**config.mk**
```make
export PLATFORM = sky130hd
export DESIGN_NAME = neo_frame_sequencer
export DESIGN_NICKNAME = d
export VERILOG_FILES = /design/src/rtl/neo_frame_sequencer.sv
export SDC_FILE = /design/constraint.sdc
export NUM_CORES = 1
export LEC_CHECK = 0
export ABC_AREA = 1
export ABC_CLOCK_PERIOD_IN_PS = 4800
export CAP_MARGIN = 20
export CORE_MARGIN = 3
export CORE_UTILIZATION = 57
export DETAILED_ROUTE_END_ITERATION = 8
export PLACE_DENSITY_LB_ADDON = 0.15
export SLEW_MARGIN = 20
export SYNTH_ARGS = -nofsm -noshare
export SYNTH_HDL_FRONTEND = slang
export SYNTH_SLANG_ARGS = --single-unit
```
**constraint.sdc**
```tcl
create_clock -name Clk -period 4.8 [get_ports Clk]
set_input_delay 0.96 -clock Clk [delete_from_list [all_inputs] [get_ports Clk]]
set_output_delay 0.96 -clock Clk [all_outputs]
set_load 0.01 [all_outputs]
```
**src/rtl/neo_frame_sequencer.sv**
```systemverilog
// -----------------------------------------------------------------------------
// neo_frame_sequencer
//
// Purpose:
//   Frame controller for the Nonlinear Energy Operator datapath. A start pulse
//   in IDLE launches one frame: M samples are read from a synchronous sample
//   memory (1-cycle read latency) and psi[n] = x[n]^2 - x[n-1]*x[n+1] is
//   written, exactly, to a result memory in ascending address order. Entries 0
//   and M-1 have no neighbour and are written as 0. A one-cycle done pulse
//   closes the frame.
//
// Handshake:
//   start is sampled only in IDLE; busy is high from the first read cycle up to
//   and including the last write cycle; done pulses once per completed frame.
//   Reads: ren/raddr, rdata valid the cycle after ren. Writes: wen/waddr/wdata,
//   one entry per cycle while wen=1, waddr/wdata hold while wen=0.
//
// Ports:
//   Clk        clock, all state on rising edge
//   reset      asynchronous, active-low reset
//   start      frame request
//   busy       frame in progress
//   done       single-cycle frame-complete pulse
//   ren        sample-memory read enable
//   raddr      sample address [AW-1:0]
//   rdata      signed sample [N-1:0]
//   wen        result-memory write enable
//   waddr      result address [AW-1:0]
//   wdata      signed psi result [2N:0]
//   thresh     (NEO_SPIKE_CNT_EN only) signed spike threshold [2N:0]
//   spike_cnt  (NEO_SPIKE_CNT_EN only) count of written entries > thresh
//
// Configuration:
//   NEO_SPIKE_CNT_EN  when defined, adds thresh/spike_cnt and the spike counter.
// -----------------------------------------------------------------------------
module neo_frame_sequencer #(
   parameter  int N  = 8,
   parameter  int M  = 16,
   localparam int AW = $clog2(M)
) (
   input  logic                Clk,
   input  logic                reset,
   input  logic                start,
   output logic                busy,
   output logic                done,
   output logic                ren,
   output logic [AW-1:0]       raddr,
   input  logic signed [N-1:0] rdata,
   output logic                wen,
   output logic [AW-1:0]       waddr,
   output logic signed [2*N:0] wdata
`ifdef NEO_SPIKE_CNT_EN
   ,
   input  logic signed [2*N:0] thresh,
   output logic [AW:0]         spike_cnt
`endif
);

   typedef enum logic [1:0] {
      S_IDLE  = 2'd0,
      S_READ  = 2'd1,
      S_DRAIN = 2'd2,
      S_DONE  = 2'd3
   } state_t;

   localparam logic [AW-1:0] LAST = AW'(M - 1);

   state_t              r_state;
   logic                r_busy;
   logic                r_done;
   logic                r_ren;
   logic [AW-1:0]       r_raddr;
   logic                r_wen;
   logic [AW-1:0]       r_waddr;
   logic signed [2*N:0] r_wdata;

   // Sample pipeline: r_xp = x[n-1], r_xc = x[n]; rdata is x[n+1].
   logic signed [N-1:0] r_xp;
   logic signed [N-1:0] r_xc;
   logic                r_rvalid;   // rdata carries a sample this cycle
   logic [AW-1:0]       r_sidx;     // index of the sample on rdata
   logic                r_tail;     // issue the trailing boundary write

   logic signed [2*N:0] w_xp_e;
   logic signed [2*N:0] w_xc_e;
   logic signed [2*N:0] w_xn_e;
   logic signed [2*N:0] w_psi;

   // Operands widened to 2N+1 bits so the products and difference are exact.
   assign w_xp_e = {{(N+1){r_xp[N-1]}}, r_xp};
   assign w_xc_e = {{(N+1){r_xc[N-1]}}, r_xc};
   assign w_xn_e = {{(N+1){rdata[N-1]}}, rdata};
   assign w_psi  = (w_xc_e * w_xc_e) - (w_xp_e * w_xn_e);

   always_ff @(posedge Clk or negedge reset) begin
      if (!reset) begin
         r_state  <= S_IDLE;
         r_busy   <= 1'b0;
         r_done   <= 1'b0;
         r_ren    <= 1'b0;
         r_raddr  <= '0;
         r_wen    <= 1'b0;
         r_waddr  <= '0;
         r_wdata  <= '0;
         r_xp     <= '0;
         r_xc     <= '0;
         r_rvalid <= 1'b0;
         r_sidx   <= '0;
         r_tail   <= 1'b0;
      end else begin
         r_done   <= 1'b0;
         r_wen    <= 1'b0;
         r_rvalid <= r_ren;

         // Arrival of sample k completes the neighbourhood of entry k-1,
         // so entry k-1 is written on the next edge.
         if (r_rvalid) begin
            r_xp   <= r_xc;
            r_xc   <= rdata;
            r_sidx <= r_sidx + AW'(1);
            if (r_sidx != '0) begin
               r_wen   <= 1'b1;
               r_waddr <= r_sidx - AW'(1);
               r_wdata <= (r_sidx == AW'(1)) ? '0 : w_psi;
            end
         end

         // Entry M-1 has no right neighbour: written as 0 one cycle after M-2.
         r_tail <= r_rvalid && (r_sidx == LAST);
         if (r_tail) begin
            r_wen   <= 1'b1;
            r_waddr <= LAST;
            r_wdata <= '0;
         end

         case (r_state)
            S_IDLE: begin
               if (start) begin
                  r_state <= S_READ;
                  r_busy  <= 1'b1;
                  r_ren   <= 1'b1;
                  r_raddr <= '0;
                  r_sidx  <= '0;
                  r_xp    <= '0;
                  r_xc    <= '0;
               end
            end
            S_READ: begin
               if (r_raddr == LAST) begin
                  r_ren   <= 1'b0;
                  r_state <= S_DRAIN;
               end else begin
                  r_raddr <= r_raddr + AW'(1);
               end
            end
            S_DRAIN: begin
               // The final write is on the outputs this cycle.
               if (r_wen && (r_waddr == LAST)) begin
                  r_state <= S_DONE;
                  r_busy  <= 1'b0;
                  r_done  <= 1'b1;
               end
            end
            S_DONE: begin
               r_state <= S_IDLE;
            end
            default: begin
               r_state <= S_IDLE;
            end
         endcase
      end
   end

   assign busy  = r_busy;
   assign done  = r_done;
   assign ren   = r_ren;
   assign raddr = r_raddr;
   assign wen   = r_wen;
   assign waddr = r_waddr;
   assign wdata = r_wdata;

`ifdef NEO_SPIKE_CNT_EN
   logic [AW:0] r_spike_cnt;

   // Counts each written entry strictly above thresh, one cycle after the
   // write; cleared when a frame is accepted, held after done.
   always_ff @(posedge Clk or negedge reset) begin
      if (!reset) begin
         r_spike_cnt <= '0;
      end else if ((r_state == S_IDLE) && start) begin
         r_spike_cnt <= '0;
      end else if (r_wen && (r_wdata > thresh)) begin
         r_spike_cnt <= r_spike_cnt + (AW+1)'(1);
      end
   end

   assign spike_cnt = r_spike_cnt;
`endif

endmodule

```
Word level (Yosys, flattened, before mapping)
Cells that the tools add are included.

Mux-type cells: 33. Equal/unequal tests: 11. Add/sub/neg operators: 4. Reductions and logical operators: 13. Multipliers: 2.

Operator list (count): 17-bit 2-to-1 mux (4); 8-bit 2-to-1 mux (6); 8-bit by 8-bit multiplier with 16-bit output (2); 4-bit 2-to-1 mux (8); 16-bit by 16-bit subtractor with 17-bit output (1); 4-bit == test (second input constant) (3); 3-bit AND reduction (4); 4-bit by 1-bit adder with 4-bit output (second input constant) (2); 1-bit 2-to-1 mux (8); 2-bit != test (second input constant) (4); 2-bit case mux with 4 select lines (1); 4-bit case mux with 2 select lines (1); 2-bit nonzero test (4); 2-bit 2-to-1 mux (3); 2-bit == test (second input constant) (2); 4-bit by 1-bit == test with 1-bit output (second input constant) (1); 1-bit case mux with 2 select lines (2); 4-bit nonzero test (1); 4-bit by 1-bit subtractor with 4-bit output (second input constant) (1); 2-bit by 1-bit == test with 1-bit output (second input constant) (1); 1-bit logical AND (2); 2-bit zero test (1); 2-bit AND reduction (1).

Output and inout port bits: 29. Register bits after elaboration: 53.

Longest topological paths before layout
Word-level depth: 6. Mapped depth: 26. Gate-level depth less buffers: 25.

Worst setup path before layout
No wires, ideal clock.

Path kind: input port to flip-flop. Start: input port rdata[0]. End: register r_wdata[16] (netlist: wdata[16]). Stages on the path: 23. Buffers on the path: 1. Setup slack: -0.835 ns. Data required time: 4.683 ns. Arrival: 5.517 ns. Setup time: 0.117 ns. Cell sequence: clkbuf_1 nand2_1 inv_1 fa_1 inv_1 fa_1 fa_1 fa_1 fa_1 inv_1 fa_1 inv_1 ha_1 a21oi_1 nor2_1 nor2_1 nor2_1 nor2_1 o21ai_0 inv_1 nand2_1 nand3_1 nand2_1.

Word-level cells in the longest chain between the ends: 6.

Ends and longest elaborated chain: start: declaration (line 48) `input logic signed [N-1:0] rdata,`; 8-bit by 8-bit multiplier with 16-bit output (line 93) `assign w_psi = (w_xc_e * w_xc_e) - (w_xp_e * w_xn_e);`; 16-bit by 16-bit subtractor with 17-bit output (line 93); 17-bit 2-to-1 mux (line 124) `r_wdata <= (r_sidx == AW'(1)) ? '0 : w_psi;`; 17-bit 2-to-1 mux (line 121) `if (r_sidx != '0) begin`; 17-bit 2-to-1 mux (line 117) `if (r_rvalid) begin`; 17-bit 2-to-1 mux (line 130) `if (r_tail) begin`; end signal: assignment (line 124); end: declaration (line 75) `logic signed [2*N:0] r_wdata;`.

No other way between the ends. The select of a mux whose other input is x is not followed. A chain may end at the register's enable or synchronous reset.

Final worst setup path
Start: input port rdata[1]. End: register r_wdata[12] (netlist: wdata[12]).

The elaborated chain is that of the path after synthesis.

==> results_dict.tcl <==
set metrics [dict create \
    ys_top_cells_by_area "fa_1, dfrtp_1, inv_1, ha_1, nand2_1" \
    fin_area_sq_mm 0.00973 \
    fillers 941 \
    drtIter0Drc 405 \
    syn_area_sq_mm 0.00770 \
    tightest_slew_ns 0.966 \
    fin_crit_ns 5.41 \
    ys_seq_area_frac 0.172 \
    clkSinkCount 53 \
    vias 6278 \
    fin_skew_ns 0.00939 \
    required_ns 5.00 \
    core_area_sq_mm 0.0129 \
    violations "setup timing" \
    synth_top_area_share 0.328 \
    ff2ff_path_depth 22 \
    place_hpwl_um 14100 \
    ys_ff_latch 53 \
    globalplace.congestion 0.859 \
    synth_area_per_cell_sq_um 8.11 \
    timing.fmax_mhz 185 \
    final.period_utilization 1.13 \
    final_core_util 0.753 \
    cp-startpoint "rdata[1]" \
    cts_buffers 5 \
    r2r-start "r_xp[7]" \
    crit_type "in2reg" \
    final_common_cell "inv_1" \
    final_cell_mix "inv_1, nand2_1, fa_1, buf_4, ha_1" \
    hold_path.class "reg2reg" \
    hold_depth 0 \
    rsz0062_at_grt "true" \
    num_io_pins 40 \
    dieArea_sq_mm 0.0149 \
    m1WireLength_um 7660 \
    grt_usage 0.260 \
    fin_setup_tns_ns -5.59 \
    grt-ovfl-total 0 \
    postLayoutSetupSlackWorst_ns -0.607 \
    die_height_um 122 \
    status "finished with violations" \
    place_area_sq_mm 0.00906 \
    grt_max_degree 54 \
    setup.worst_path.start_class "primary input" \
    top_layer "met4" \
    synth_edf_count 0 \
    multi_input_area_sq_mm 0.00578 \
    worst-path-max-fanout 4 \
    drv_slew 0 \
    first_pass_iters 5 \
    syn_inst 949 \
    clk_transition_reported_paths_ns 0.08 \
    initial_utilization 0.596 \
    wl_um 18300 \
    drc 0 \
    first_global_vias 6747 \
    area_growth_pct 26.4 \
    drt.antenna.violating_nets 0 \
    port-buffer-count 39 \
    nets 1283 \
    diodes 0 \
    fp.dieW_um 122 \
    antenna_found_initial 0 \
    via_per_inst 5.04 \
    rows 41 \
    tritoncts "done" \
    maxSlewHeadroom 0.356 \
    hold_violations 0 \
    drv_cap 0 \
    wl_per_cell_um 14.7 \
    worstSetupEndpointType "flop" \
    layout-drive-gt1-share 0.238 \
    dr_wl_met2_um 9620 \
    final-seq-area_sq_mm 0.00133 \
    hp-start "ren" \
    synthArstFlopShare 1.00 \
    setup_viol 12 \
    yosysUniqueCellTypes 43 \
    synth_largest_area_cell "fa_1" \
    clk_path_buf_depth 2 \
    yosysWarnings 0 \
    synth_ff_type "dfrtp_1" \
    insertion_delay_ns 0.30 \
    grt_pass1_wl_um 30600 \
    h-tree-depth 2 \
    clockRootBuffer "clkbuf_16" \
    synth_fp_nets 1159 \
    wl_met3_um 717 \
    cp.arrival_ns 5.60 \
]
[synthesized netlist by cell type, types with 3 or more instances]
master    instances
inv_1           264
nand2_1         219
fa_1            126
ha_1             73
dfrtp_1          53
nor2_1           45
a21oi_1          44
nand3_1          23
clkbuf_1         22
o21ai_0          19
a21o_1            4
nor3_1            4
or2_2             4
xnor2_1           4
a22o_1            3
a31oi_1           3
o21ai_1           3
xor2_1            3
[sequential cells by signal (all words and copies together) (netlist names)]
name and cells:
wen 1, done 1, busy 1, r_xp 8, r_state 2, waddr 4, wdata 17, ren 1
r_xc 8, r_sidx 4, r_tail 1, r_rvalid 1, raddr 4
[layout make-up]
cell class | instances | share of cell area
Multi-Input combinational cell | 598 | 0.594
Clock inverter | 3 | 0.00296
Clock buffer | 5 | 0.0129
Tap cell | 172 | 0.0221
Inverter | 268 | 0.104
Timing Repair Buffer | 147 | 0.127
Sequential cell | 53 | 0.136
[worst max-delay path, cell delays in order]
cell and delay [ns]:
buf_8 0.10, nand2_4 0.05, inv_4 0.04, fa_2 0.61
inv_4 0.05, buf_4 0.13, fa_1 0.46, fa_1 0.60
fa_2 0.44, fa_1 0.49, inv_1 0.05, fa_1 0.49
inv_2 0.05, ha_4 0.30, nand2_4 0.08, nor2_4 0.11
nor2_2 0.05, buf_4 0.12, buf_4 0.12, nand3_2 0.07
a21oi_1 0.05, o21ai_1 0.09, nand2_1 0.07
[through the flow]
stage	setup WS (ns)	std cells	hold slack (ns)
after global routing	-0.799	1246	0.448
after floorplan	-0.536	949	0.435
after detailed placement	-1.33	1219	0.415
after CTS	-0.626	1239	0.431
after global placement	-1.27	1219	0.411
final	-0.607	1246	0.430
[cells by family (layout without fill, tap and decap cells)]
| family | after synthesis | in the layout | share of synthesized area |
|---|---|---|---|
| AND/OR/NAND/NOR | 306 | 306 | 0.161 |
| buffers and inverters | 298 | 423 | 0.149 |
| XOR/XNOR | 7 | 7 | 0.00796 |
| adder cells (fa/ha/maj) | 199 | 199 | 0.446 |
| flip-flops | 53 | 53 | 0.172 |
| AO/OA/AOI/OAI | 86 | 86 | 0.0632 |
[layer usage]
metal,up-vias,track usage
met5,-,0
met4,0,0.0707
met3,29,0.0369
met2,134,0.459
met1,3092,0.337
li1,3023,-
[repair_timing]
action,4_1_cts,5_1_grt
setup buffers,12,7
hold buffers,0,0
pin swaps,51,53
resized for setup,102,51
endpoints found under the setup margin,13,12
[final timing paths]
check	end	slack (ns)
min in group asynchronous	wdata[0]	0.78
hold reg to reg	r_rvalid	0.43
max in group asynchronous	r_xp[2]	3.50
setup reg to reg	wdata[12]	-0.52
setup / recovery	wdata[12]	-0.61
hold / removal	r_rvalid	0.43
Power is left out: the tool's default activity adds up to more than one toggle a clock period on the data nets, which glitch-free logic cannot reach.
